## src/rtl/tu_align_pkg.sv

```systemverilog
// Shared types and constants for the trigger-unit link aligner.
// Holds the FSM state type, the default pattern bytes and the counter widths.
package tu_align_pkg;

    typedef enum logic [2:0] {
        HUNT,
        WAIT,
        CHECK,
        LOCKED,
        ASSEMBLE
    } align_state_e;

    localparam logic [7:0] DEF_TRAIN_PATTERN = 8'hA5;
    localparam logic [7:0] DEF_FRAME_HDR     = 8'hBC;

    localparam int BYTE_W         = 8;
    localparam int WORD_W         = 64;
    localparam int BYTES_PER_WORD = WORD_W / BYTE_W;
    localparam int IDX_W          = 3;

    // Widths cover the full legal parameter ranges (LOCK_COUNT up to 255, the rest up to 15/16).
    localparam int MATCH_W = 8;
    localparam int WAIT_W  = 4;
    localparam int SLIP_W  = 4;
    localparam int LOSS_W  = 4;

endpackage

```

## src/rtl/tu_link_aligner_if.sv

```systemverilog
// Link between the deserializer side and the aligner: raw bytes and restart in,
// bitslip control, lock status and assembled trigger words out.
interface tu_link_aligner_if;
    import tu_align_pkg::*;

    logic                align_start;
    logic [BYTE_W-1:0]   serdes_data_in;
    logic                bitslip;
    logic                bitslip_ena;
    logic [WORD_W-1:0]   trigger_data_out;
    logic                trigger_valid;
    logic [SLIP_W-1:0]   slip_count;
    logic                align_error;

    modport master (
        output align_start,
        output serdes_data_in,
        input  bitslip,
        input  bitslip_ena,
        input  trigger_data_out,
        input  trigger_valid,
        input  slip_count,
        input  align_error
    );

    modport slave (
        input  align_start,
        input  serdes_data_in,
        output bitslip,
        output bitslip_ena,
        output trigger_data_out,
        output trigger_valid,
        output slip_count,
        output align_error
    );

endinterface

```

## src/rtl/tu_frame_packer.sv

```systemverilog
// Packs eight bytes MSB-first into a 64-bit word and presents it for one cycle
// on the edge after the eighth byte; the output is zero otherwise.
module tu_frame_packer
    import tu_align_pkg::*;
(
    input  logic              S_AXI_ACLK,
    input  logic              S_AXI_ARESET,
    input  logic              load_en,
    input  logic              flush,
    input  logic [BYTE_W-1:0] byte_in,
    output logic [WORD_W-1:0] word,
    output logic              word_done,
    output logic              byte_last
);

    logic [WORD_W-1:0] shift_q;
    logic [IDX_W-1:0]  byte_idx;
    logic              full_q;

    // Tells the FSM the current byte completes the frame so it can leave ASSEMBLE on this edge.
    assign byte_last = load_en && (byte_idx == IDX_W'(BYTES_PER_WORD - 1));

    // NOTE: sequential state uses non-blocking assignments so every register samples pre-edge values.
    always_ff @(posedge S_AXI_ACLK or posedge S_AXI_ARESET) begin
        if (S_AXI_ARESET) begin
            shift_q   <= '0;
            byte_idx  <= '0;
            full_q    <= 1'b0;
            word      <= '0;
            word_done <= 1'b0;
        end else if (flush) begin
            shift_q   <= '0;
            byte_idx  <= '0;
            full_q    <= 1'b0;
            word      <= '0;
            word_done <= 1'b0;
        end else begin
            if (load_en) begin
                shift_q  <= {shift_q[WORD_W-BYTE_W-1:0], byte_in};
                byte_idx <= byte_idx + IDX_W'(1);
            end
            full_q    <= byte_last;
            word      <= full_q ? shift_q : '0;
            word_done <= full_q;
        end
    end

endmodule

```

## src/rtl/tu_link_aligner.sv

```systemverilog
// Word-aligns the deserializer stream with bitslip, declares lock on a run of
// training bytes, then hands header-delimited frames to the packer.
module tu_link_aligner
    import tu_align_pkg::*;
#(
    parameter logic [7:0] TRAIN_PATTERN = DEF_TRAIN_PATTERN,
    parameter logic [7:0] FRAME_HDR     = DEF_FRAME_HDR,
    parameter int         LOCK_COUNT    = 16,
    parameter int         SLIP_WAIT     = 4,
    parameter int         MAX_SLIPS     = 8,
    parameter int         LOSS_COUNT    = 4
) (
    input  logic         S_AXI_ACLK,
    input  logic         S_AXI_ARESET,
    tu_link_aligner_if.slave lnk
);

    localparam logic [MATCH_W-1:0] LOCK_V    = MATCH_W'(LOCK_COUNT);
    localparam logic [WAIT_W-1:0]  WAIT_V    = WAIT_W'(SLIP_WAIT);
    localparam logic [SLIP_W-1:0]  SLIP_LAST = SLIP_W'(MAX_SLIPS - 1);
    localparam logic [LOSS_W-1:0]  LOSS_V    = LOSS_W'(LOSS_COUNT);

    align_state_e       state_q, state_d;
    logic [MATCH_W-1:0] match_q, match_d;
    logic [LOSS_W-1:0]  bad_q, bad_d;
    logic [WAIT_W-1:0]  wait_q, wait_d;
    logic [SLIP_W-1:0]  slip_q, slip_d;
    logic               err_q, err_d;
    logic               bitslip_q, bitslip_d;
    logic               ena_q, ena_d;

    logic               is_train, is_hdr;
    logic               pk_last, pk_done;
    logic [WORD_W-1:0]  pk_word;

    assign is_train = (lnk.serdes_data_in == TRAIN_PATTERN);
    assign is_hdr   = (lnk.serdes_data_in == FRAME_HDR);

    tu_frame_packer u_packer (
        .S_AXI_ACLK   (S_AXI_ACLK),
        .S_AXI_ARESET (S_AXI_ARESET),
        .load_en      (state_q == ASSEMBLE),
        .flush        (lnk.align_start),
        .byte_in      (lnk.serdes_data_in),
        .word         (pk_word),
        .word_done    (pk_done),
        .byte_last    (pk_last)
    );

    always_ff @(posedge S_AXI_ACLK or posedge S_AXI_ARESET) begin
        if (S_AXI_ARESET) begin
            state_q   <= HUNT;
            match_q   <= '0;
            bad_q     <= '0;
            wait_q    <= '0;
            slip_q    <= '0;
            err_q     <= 1'b0;
            bitslip_q <= 1'b0;
            ena_q     <= 1'b0;
        end else begin
            state_q   <= state_d;
            match_q   <= match_d;
            bad_q     <= bad_d;
            wait_q    <= wait_d;
            slip_q    <= slip_d;
            err_q     <= err_d;
            bitslip_q <= bitslip_d;
            ena_q     <= ena_d;
        end
    end

    // NOTE: every combinational output gets a default first, so no path can infer a latch.
    always_comb begin
        state_d = state_q;
        if (lnk.align_start) begin
            state_d = HUNT;
        end else begin
            case (state_q)
                HUNT:     state_d = is_train ? CHECK : WAIT;
                WAIT:     if (wait_q <= WAIT_W'(1)) state_d = HUNT;
                CHECK: begin
                    if (!is_train)
                        state_d = HUNT;
                    else if (match_q + MATCH_W'(1) == LOCK_V)
                        state_d = LOCKED;
                end
                LOCKED: begin
                    if (is_train)
                        state_d = LOCKED;
                    else if (is_hdr)
                        state_d = ASSEMBLE;
                    else if (bad_q + LOSS_W'(1) == LOSS_V)
                        state_d = HUNT;
                end
                ASSEMBLE: if (pk_last) state_d = LOCKED;
                default:  state_d = HUNT;
            endcase
        end
    end

    always_comb begin
        match_d   = match_q;
        bad_d     = bad_q;
        wait_d    = wait_q;
        slip_d    = slip_q;
        err_d     = err_q;
        bitslip_d = 1'b0;
        if (lnk.align_start) begin
            match_d = '0;
            bad_d   = '0;
            wait_d  = '0;
            slip_d  = '0;
            err_d   = 1'b0;
        end else begin
            case (state_q)
                HUNT: begin
                    if (is_train) begin
                        match_d = MATCH_W'(1);
                    end else begin
                        bitslip_d = 1'b1;
                        wait_d    = WAIT_V;
                        // A full rotation without lock wraps the count and flags it.
                        if (slip_q == SLIP_LAST) begin
                            slip_d = '0;
                            err_d  = 1'b1;
                        end else begin
                            slip_d = slip_q + SLIP_W'(1);
                        end
                    end
                end
                WAIT:  wait_d = wait_q - WAIT_W'(1);
                CHECK: match_d = is_train ? match_q + MATCH_W'(1) : '0;
                LOCKED: begin
                    if (is_train || is_hdr)
                        bad_d = '0;
                    else if (bad_q + LOSS_W'(1) == LOSS_V)
                        bad_d = '0;
                    else
                        bad_d = bad_q + LOSS_W'(1);
                end
                default: ;
            endcase
        end
        // Lock status follows the state being entered, so it changes on the same edge as the state.
        ena_d = (state_d == LOCKED) || (state_d == ASSEMBLE);
    end

    assign lnk.bitslip          = bitslip_q;
    assign lnk.bitslip_ena      = ena_q;
    assign lnk.slip_count       = slip_q;
    assign lnk.align_error      = err_q;
    assign lnk.trigger_data_out = pk_word;
    assign lnk.trigger_valid    = pk_done;

endmodule

```

## src/flat_wrapper.sv

```systemverilog
// flat-port wrapper written by rule: the top's interface ports become plain ports
module tu_link_aligner_flat import tu_align_pkg::*;
#(
    parameter logic [7:0] TRAIN_PATTERN = DEF_TRAIN_PATTERN,
    parameter logic [7:0] FRAME_HDR     = DEF_FRAME_HDR,
    parameter int         LOCK_COUNT    = 16,
    parameter int         SLIP_WAIT     = 4,
    parameter int         MAX_SLIPS     = 8,
    parameter int         LOSS_COUNT    = 4
)
  (S_AXI_ACLK, S_AXI_ARESET, lnk_align_start, lnk_serdes_data_in, lnk_bitslip, lnk_bitslip_ena, lnk_trigger_data_out, lnk_trigger_valid, lnk_slip_count, lnk_align_error);
  tu_link_aligner_if lnk_i ();
  input  logic S_AXI_ACLK;
  input  logic S_AXI_ARESET;
  input wire logic [$bits(lnk_i.align_start)-1:0] lnk_align_start;
  input wire logic [$bits(lnk_i.serdes_data_in)-1:0] lnk_serdes_data_in;
  output wire logic [$bits(lnk_i.bitslip)-1:0] lnk_bitslip;
  output wire logic [$bits(lnk_i.bitslip_ena)-1:0] lnk_bitslip_ena;
  output wire logic [$bits(lnk_i.trigger_data_out)-1:0] lnk_trigger_data_out;
  output wire logic [$bits(lnk_i.trigger_valid)-1:0] lnk_trigger_valid;
  output wire logic [$bits(lnk_i.slip_count)-1:0] lnk_slip_count;
  output wire logic [$bits(lnk_i.align_error)-1:0] lnk_align_error;
  assign lnk_i.align_start = lnk_align_start;
  assign lnk_i.serdes_data_in = lnk_serdes_data_in;
  assign lnk_bitslip = lnk_i.bitslip;
  assign lnk_bitslip_ena = lnk_i.bitslip_ena;
  assign lnk_trigger_data_out = lnk_i.trigger_data_out;
  assign lnk_trigger_valid = lnk_i.trigger_valid;
  assign lnk_slip_count = lnk_i.slip_count;
  assign lnk_align_error = lnk_i.align_error;
  tu_link_aligner #(.TRAIN_PATTERN(TRAIN_PATTERN), .FRAME_HDR(FRAME_HDR), .LOCK_COUNT(LOCK_COUNT), .SLIP_WAIT(SLIP_WAIT), .MAX_SLIPS(MAX_SLIPS), .LOSS_COUNT(LOSS_COUNT)) u_core (.S_AXI_ACLK(S_AXI_ACLK), .S_AXI_ARESET(S_AXI_ARESET), .lnk(lnk_i));
endmodule
```

## config.mk

```make
export PLATFORM = sky130hd
export DESIGN_NAME = tu_link_aligner_flat
export DESIGN_NICKNAME = d
export VERILOG_FILES = /design/src/rtl/tu_align_pkg.sv /design/src/rtl/tu_link_aligner_if.sv /design/src/rtl/tu_frame_packer.sv /design/src/rtl/tu_link_aligner.sv /design/src/flat_wrapper.sv
export SDC_FILE = /design/constraint.sdc
export NUM_CORES = 1
export LEC_CHECK = 0
export CORE_ASPECT_RATIO = 1.75
export CORE_MARGIN = 2
export CORE_UTILIZATION = 34
export CTS_CLUSTER_DIAMETER = 40
export DETAILED_ROUTE_END_ITERATION = 6
export GPL_TIMING_DRIVEN = 0
export MAX_ROUTING_LAYER = met4
export PLACE_DENSITY_LB_ADDON = 0.3
export SYNTH_ARGS = -nofsm -noshare
export SYNTH_HDL_FRONTEND = slang
export SYNTH_HIERARCHICAL = 1
export SYNTH_SLANG_ARGS = --single-unit
```

## constraint.sdc

```tcl
create_clock -name S_AXI_ACLK -period 10.6 [get_ports S_AXI_ACLK]
set_input_delay 1.59 -clock S_AXI_ACLK [delete_from_list [all_inputs] [get_ports S_AXI_ACLK]]
set_output_delay 1.59 -clock S_AXI_ACLK [all_outputs]
set_load 0.02 [all_outputs]
```

==> results of run 1 <==
-- worst max path at each step --
stage                     startpoint  depth (start not counted)                           to
2_1_floorplan           S_AXI_ARESET                          1  u_core/u_packer/byte_idx[0]
6_report       lnk_serdes_data_in[6]                          6             u_core/wait_q[2]
3_5_place_dp   lnk_serdes_data_in[6]                          6             u_core/wait_q[2]
4_1_cts        lnk_serdes_data_in[6]                          6             u_core/wait_q[2]
3_3_place_gp            S_AXI_ARESET                          2     u_core/u_packer/word[22]
5_1_grt        lnk_serdes_data_in[1]                          5            u_core/match_q[2]
-- placed cells by master (no fill, tap or decap), types with 8 or more instances in the layout --
master / instances
and2_1: 67
dfrtp_1: 159
clkbuf_1: 13
clkbuf_16: 17
clkdlybuf4s50_1: 82
nand2_1: 10
o21ai_0: 10
nor2_1: 81
a21oi_1: 14
inv_1: 8
mux2i_1: 70
ha_1: 8
-- metal layers --
layer  share of wire  vias to the layer above
met3           0.034                       18
li1                -                     2066
met4           0.019                        0
met5               0                        -
met1            0.39                     2181
met2            0.56                       95
-- cells by family after synthesis --
| logic type | after synthesis |
|---|---|
| buf+inv | 42 |
| xor+xnor | 2 |
| simple gates | 209 |
| mux | 71 |
| flops | 159 |
| fa+ha+maj | 8 |
| compound gates | 59 |
-- power breakdown --
group          total [mW]  leakage, nW  internal, mW  switching [mW]
clock network       0.551        0.254         0.302           0.249
logic              0.0601         1.17        0.0201          0.0400
registers           0.616         2.21         0.611         0.00488
-- sequential cells by signal, indices dropped and copies added, names as in the netlist --
| name | flops |
|---|---|
| u_core/match_q | 8 |
| u_core/wait_q | 4 |
| u_core/u_packer/word_done | 1 |
| u_core/u_packer/word | 64 |
| u_core/bad_q | 4 |
| u_core/lnk.bitslip_ena | 1 |
| u_core/state_q | 3 |
| u_core/lnk.bitslip | 1 |
| u_core/u_packer/shift_q | 64 |
| u_core/lnk.slip_count | 4 |
| u_core/u_packer/byte_idx | 3 |
| u_core/lnk.align_error | 1 |
| u_core/u_packer/full_q | 1 |
-- cell type report --
class                           count  share of cell area
Buffer                             33              0.0250
Clock buffer                       18              0.0517
Clock inverter                     14              0.0128
Inverter                            9             0.00467
Multi-Input combinational cell    349               0.288
Sequential cell                   159               0.479
Tap cell                          241              0.0363
Timing Repair Buffer               83               0.102
==> results by group, run 1 <==
Critical path
  • CP startpoint kind: primary input
  • Reg-to-reg endpoint: u_core/state_q[0]
  • Crit path DAT: ~3500 ps
  • Worst-path fanout max: 10
  • Slowest-stage cell, CP: clkdlybuf4s50_1
  • Req. time, crit path: around 11,000 ps
  • Peak per-stage delay on the critical path: about 600 ps
  • Critical path capture point type: flop
  • R2r worst-path depth: 11
  • Cells along the critical path: clkdlybuf4s50_1, and4b_1, clkbuf_1, a211oi_4, mux2i_1, a211oi_1
  • Reg-to-reg setup timing slack: ~8000 ps
  • CP delay by family, top: buffers and inverters
  • Crit Path Class: primary input to flop
  • CP Buf/Inv Count: 2
  • Worst reg2reg path startpoint: u_core/state_q[1]

STA
  • Setup ws final: ~7400 ps
  • Fmax: roughly 0.32 GHz
  • Tmin final: ~3200 ps
  • Fin Hold WS: about 490 ps
  • Max-slew violations: 0
  • RSZ-0062 raised after global routing: false
  • Setup Skew: 9.57 ps
  • Final hold vios: 0
  • Setup violations, final: 0
  • Tightest Pin Transition: between 1000 and 1500 ps
  • Fin crit share: 0.298
  • Fin Setup TNS: 0 ps
  • Slew headroom: 0.284

Logic synthesis
  • Netlist cell types: 62
  • Syn Nets: roughly 570
  • Adder-cell area share of the yosys netlist: 0.0151
  • Area leader, netlist: dfrtp_1
  • Post-synthesis sequential area ratio: 0.601
  • Most used standard cell by instance count after synthesis: dfrtp_1
  • Area of the mapped netlist: 6620 µm²
  • Synth area leaders: dfrtp_1 60%, mux2i_1 11%, and2_1 6.3%, nor2_1 4.6%, ha_1 1.5%
  • Synth Area in Simple Gates: 0.175
  • Cell count after synthesis: 550
  • Synth Warn #: 6
  • Mux cell area share after synthesis: 0.108
  • Largest family of logic cells by synthesized area: simple AND/OR/NAND/NOR gates
  • Compound-Gate Fraction of Synth Area: 0.0618
  • Synth Flop Type: dfrtp_1
  • Seq cells post-synth: 159
  • Synth top area share: 0.601
  • Syn_area_per_cell: roughly 12 µm²
  • Synth top cells by count: 159 x dfrtp_1, 81 x nor2_1, 70 x mux2i_1
  • FFs w/ async S/R, synth: 1.00
  • EDFF count, synth: 0
  • XOR/XNOR Fraction of Synth Area: 0.00265

Finish
  • ANT cells: 0
  • Final std cells w/o fill: about 910
  • Final nets: around 670
  • Util after Layout: 0.435
  • Flip-flop and latch area: 3980 µm²
  • Layout cells sized above 1: 0.0992
  • Final instance area: approximately 8300 µm²
  • Fillers: about 1,900
  • Area of the multi-input gates: between 2000 and 2500 µm²
  • Layout area overhead: 25.5%

GRT
  • Antenna violations before repair: 0
  • Met1 Track Usage GR: 0.169
  • Largest net degree at the start of global routing: 74
  • GR peak layer: met2
  • Met2 GRT Util: 0.269
  • First-pass GRT wire length: between 20,000 and 25,000 µm
  • Vias in the first global route: about 4,500
  • Overflow after GRT: 0
  • Grt met3 use: 0.0360
  • GRT Total Usage: 0.155

Placement
  • IO Port Bufs: 82
  • Dpl ws: 6980 ps
  • Post-DP HPWL: 10,500 µm
  • RePlAce Congestion: 0.766
  • Placed Instances: 874
  • DP Area: between 7000 and 8000 µm²

Route
  • Final Routed Wirelength: around 14,000 µm
  • Avg WL per Cell: ~16 µm
  • Drt drc: 0
  • Vias per cell: between 4 and 5
  • Vias: ~4,400
  • DR pass1 iterations: 5
  • DRT iter0 DRCs: approximately 200
  • Antenna-violating nets left: 0

Power and ir drop
  • Leak Pwr: 3.64 nW
  • Overall power: approximately 1.2 mW
  • Power per cell area: about 150 nW/µm²
  • Worst vdd ir: just over 0.09 mV

Flow run
  • Number of max-cap violations: 0

Worst hold path
  • Hold Path End: u_core/u_packer/word[60]
  • Hold Crit Class: flop to flop
  • Critical hold path startpoint: u_core/u_packer/shift_q[60]
  • Hold path depth: 1

Floorplan
  • Area of the core: about 19,000 µm²
  • Initial Util: 0.346
  • IO Pins: 83
  • Row cnt: 67
  • Die width: ~110 µm
  • Chip height: 189 µm
  • DIE AREA: a little over 20,000 µm²

Clocking
  • Cts repair resizes: 0
  • CTS buffer count: 17
  • Hold-fix buffers, CTS: 0
  • Clock slew at reported path FFs: ~70 ps
  • Clock latency on the worst-skew pair: roughly 420 ps
  • Max Root-Sink Buffers: 2
  • CTS root buf: clkbuf_16
  • Htree depth: 4
  • Post-CTS Setup Inserts: 0
  • Clock sink count: around 160
  • CTS tree: yes

Status
  • Status: finished clean
(Power assumes the default switching activity.)
==> run 2: changes to the inputs <==
==> constraint.sdc (replaced) <==
create_clock -name S_AXI_ACLK -period 2.9 [get_ports S_AXI_ACLK]
set_input_delay 0.435 -clock S_AXI_ACLK [delete_from_list [all_inputs] [get_ports S_AXI_ACLK]]
set_output_delay 0.435 -clock S_AXI_ACLK [all_outputs]
set_load 0.02 [all_outputs]
==> results by group, run 2 (synthesis gave the netlist of run 1 again) <==
Status
  • Status: finished clean (unchanged)

Finish
  • Layout cells sized above 1: 0.102 (was 0.0992)
  • Layout area overhead: 26.0% (was 25.5%)
  • ANT cells: 0 (unchanged)
  • Final std cells w/o fill: 907 (was 906)
  • Util after Layout: 0.436 (was 0.435)
  • Top flop regs: u_core/u_packer/shift_q x64, u_core/u_packer/word x64, u_core/match_q x8 (unchanged)
  • Most frequent cells in the layout: 159 x dfrtp_1, 82 x clkdlybuf4s50_1, 81 x nor2_1 (unchanged)
  • Commonest non-fill, non-tap cell in the layout: dfrtp_1 (unchanged)
  • Final nets: 673 (was 671)

Clocking
  • Max Root-Sink Buffers: 2 (unchanged)
  • Cts repair resizes: 0 (unchanged)
  • CTS buffer count: 17 (unchanged)
  • Clock latency on the worst-skew pair: 420 ps (about the same)
  • Clock sink count: 159 (unchanged)
  • Hold-fix buffers, CTS: 0 (unchanged)
  • CTS tree: yes (unchanged)
  • Htree depth: 4 (unchanged)
  • Post-CTS Setup Inserts: 0 (unchanged)
  • CTS root buf: clkbuf_16 (unchanged)
  • Clock slew at reported path FFs: 60 ps (was 70 ps)

Power and ir drop
  • Power per cell area: 539 nW/µm² (was 148 nW/µm²)
  • Worst vdd ir: 0.344 mV (was 0.0929 mV)
  • Overall power: 4.50 mW (was 1.23 mW)
  • Leak Pwr: 3.65 nW (was 3.64 nW)

Placement
  • RePlAce Congestion: 0.776 (was 0.766)
  • Placed Instances: 876 (was 874)
  • Dpl ws: 412 ps (was 6980 ps)
  • IO Port Bufs: 82 (unchanged)
  • Post-DP HPWL: 10,500 µm (about the same)

Floorplan
  • Initial Util: 0.346 (unchanged)
  • Chip height: 189 µm (unchanged)
  • Die width: 109 µm (unchanged)
  • Row cnt: 67 (unchanged)
  • Area of the core: 19,100 µm² (unchanged)
  • DIE AREA: 20,600 µm² (unchanged)
  • IO Pins: 83 (unchanged)

STA
  • RSZ-0062 raised after global routing: false (unchanged)
  • Slew headroom: 0.300 (was 0.284)
  • Final hold vios: 0 (unchanged)
  • Fmax: 0.411 GHz
  • Fin crit share: 0.839
  • Tmin final: roughly 2400 ps
  • Tightest Pin Transition: 1050 ps (was 1070 ps)
  • Fin Setup TNS: 0 ps (unchanged)
  • Setup ws final: 468 ps (was 7440 ps)
  • Max-slew violations: 0 (unchanged)
  • Setup violations, final: 0 (unchanged)
  • Setup Skew: 6.05 ps (was 9.57 ps)

Critical path
  • Worst path depth: 11 (was 6)
  • Worst-path fanout max: 10 (unchanged)
  • CP delay by family, top: simple AND/OR/NAND/NOR gates (was buffers and inverters)
  • Cells along the critical path: clkbuf_1, nor2_1, nand2_1, inv_1, buf_4, buf_6, and2_1, or4bb_1, o31ai_1, a21oi_1, a31oi_1 (was clkdlybuf4s50_1, and4b_1, clkbuf_1, a211oi_4, mux2i_1, a211oi_1)
  • Critical path capture point type: flop (unchanged)
  • CP Buf/Inv Count: 4 (was 2)
  • CP startpoint kind: flop (was primary input)
  • Peak per-stage delay on the critical path: 430 ps (was 600 ps)
  • Slowest-stage cell, CP: or4bb_1 (was clkdlybuf4s50_1)
  • Req. time, crit path: 3230 ps (was 10,930 ps)
  • R2r worst-path depth: 11 (unchanged)
  • Crit Path Class: flop to flop (was primary input to flop)
  • Crit path DAT: 2760 ps (was 3490 ps)

Flow run
  • Number of max-cap violations: 0 (unchanged)

Route
  • Drt drc: 0 (unchanged)
  • Vias: 4,393 (was 4,360)
  • Avg WL per Cell: 15.9 µm (about the same)
  • Final Routed Wirelength: 14,400 µm (about the same)
  • Vias per cell: 4.84 (was 4.81)
  • Antenna-violating nets left: 0 (unchanged)
  • DRT iter0 DRCs: 251 (was 195)
  • DR pass1 iterations: 4 (was 5)

GRT
  • Largest net degree at the start of global routing: 42 (was 74)
  • Overflow after GRT: 0 (unchanged)
  • Antenna violations before repair: 0 (unchanged)
  • Vias in the first global route: 4,620 (was 4,543)
  • First-pass GRT wire length: 23,600 µm (was 23,700 µm)
  • GRT Total Usage: 0.153 (was 0.155)

Worst hold path
  • Hold Crit Class: primary input to async pin (was flop to flop)
==> run 2: changes by cell type in the layout (fill, tap and decap cells not counted), sizes merged <==
cell      delta
inv          -3
buf          +2
clkinv       +2
clkbuf       -1
clkinvlp     +1
==> run 2: power by group <==
| group | switching [mW] | internal [mW] | total (mW) |
|---|---|---|---|
| logic | 0.147 | 0.0778 | 0.225 |
| clock network | 0.919 | 1.10 | 2.02 |
| registers | 0.0175 | 2.23 | 2.25 |
| total | 1.08 | 3.41 | 4.50 |
==> run 2: final cells by class <==
| cell class | count | area [µm²] |
|---|---|---|
| clock inverters | 14 | 110 |
| plain buffers | 33 | 208 |
| flip-flops and latches | 159 | 3980 |
| multi-input cells | 349 | 2400 |
| fillers | 1820 | 10800 |
| well taps | 241 | 302 |
| repair buffers | 85 | 881 |
| inverters | 9 | 37.5 |
| clock buffers | 17 | 425 |
==> run 2: metrics by stage <==
step,hold WS (ps),cell area [µm²]
after detailed placement,470,7800
after floorplan,453,6620
after global routing,495,8340
after CTS,459,8340
after global placement,470,7740
final,462,8340
==> run 2: worst paths after layout <==
kind                                              from                     endpoint  slack [ps]
min in group S_AXI_ACLK    u_core/u_packer/shift_q[60]     u_core/u_packer/word[60]         490
max                                  u_core/state_q[1]            u_core/state_q[0]         470
min                                       S_AXI_ARESET  u_core/u_packer/shift_q[63]         460
max in group asynchronous                 S_AXI_ARESET            u_core/state_q[2]        1580
max reg2reg                          u_core/state_q[1]            u_core/state_q[0]         470
min reg2reg                u_core/u_packer/shift_q[60]     u_core/u_packer/word[60]         490
==> run 2: worst reg2reg max path, cell delays in order (launching register included) <==
cell and delay (ps):
dfrtp_1 390, clkbuf_1 270, nor2_1 170, nand2_1 100, inv_1 60, buf_4 140, buf_6 180, and2_1 230
or4bb_1 430, o31ai_1 80, a21oi_1 90, a31oi_1 190
==> run 2: layer usage <==
layer | vias to the layer above | GRT usage | share of wire
met5 | - | - | 0
met4 | 0 | 0.0584 | 0.019
met3 | 20 | 0.0346 | 0.036
met2 | 117 | 0.266 | 0.55
met1 | 2177 | 0.167 | 0.40
li1 | 2079 | - | -
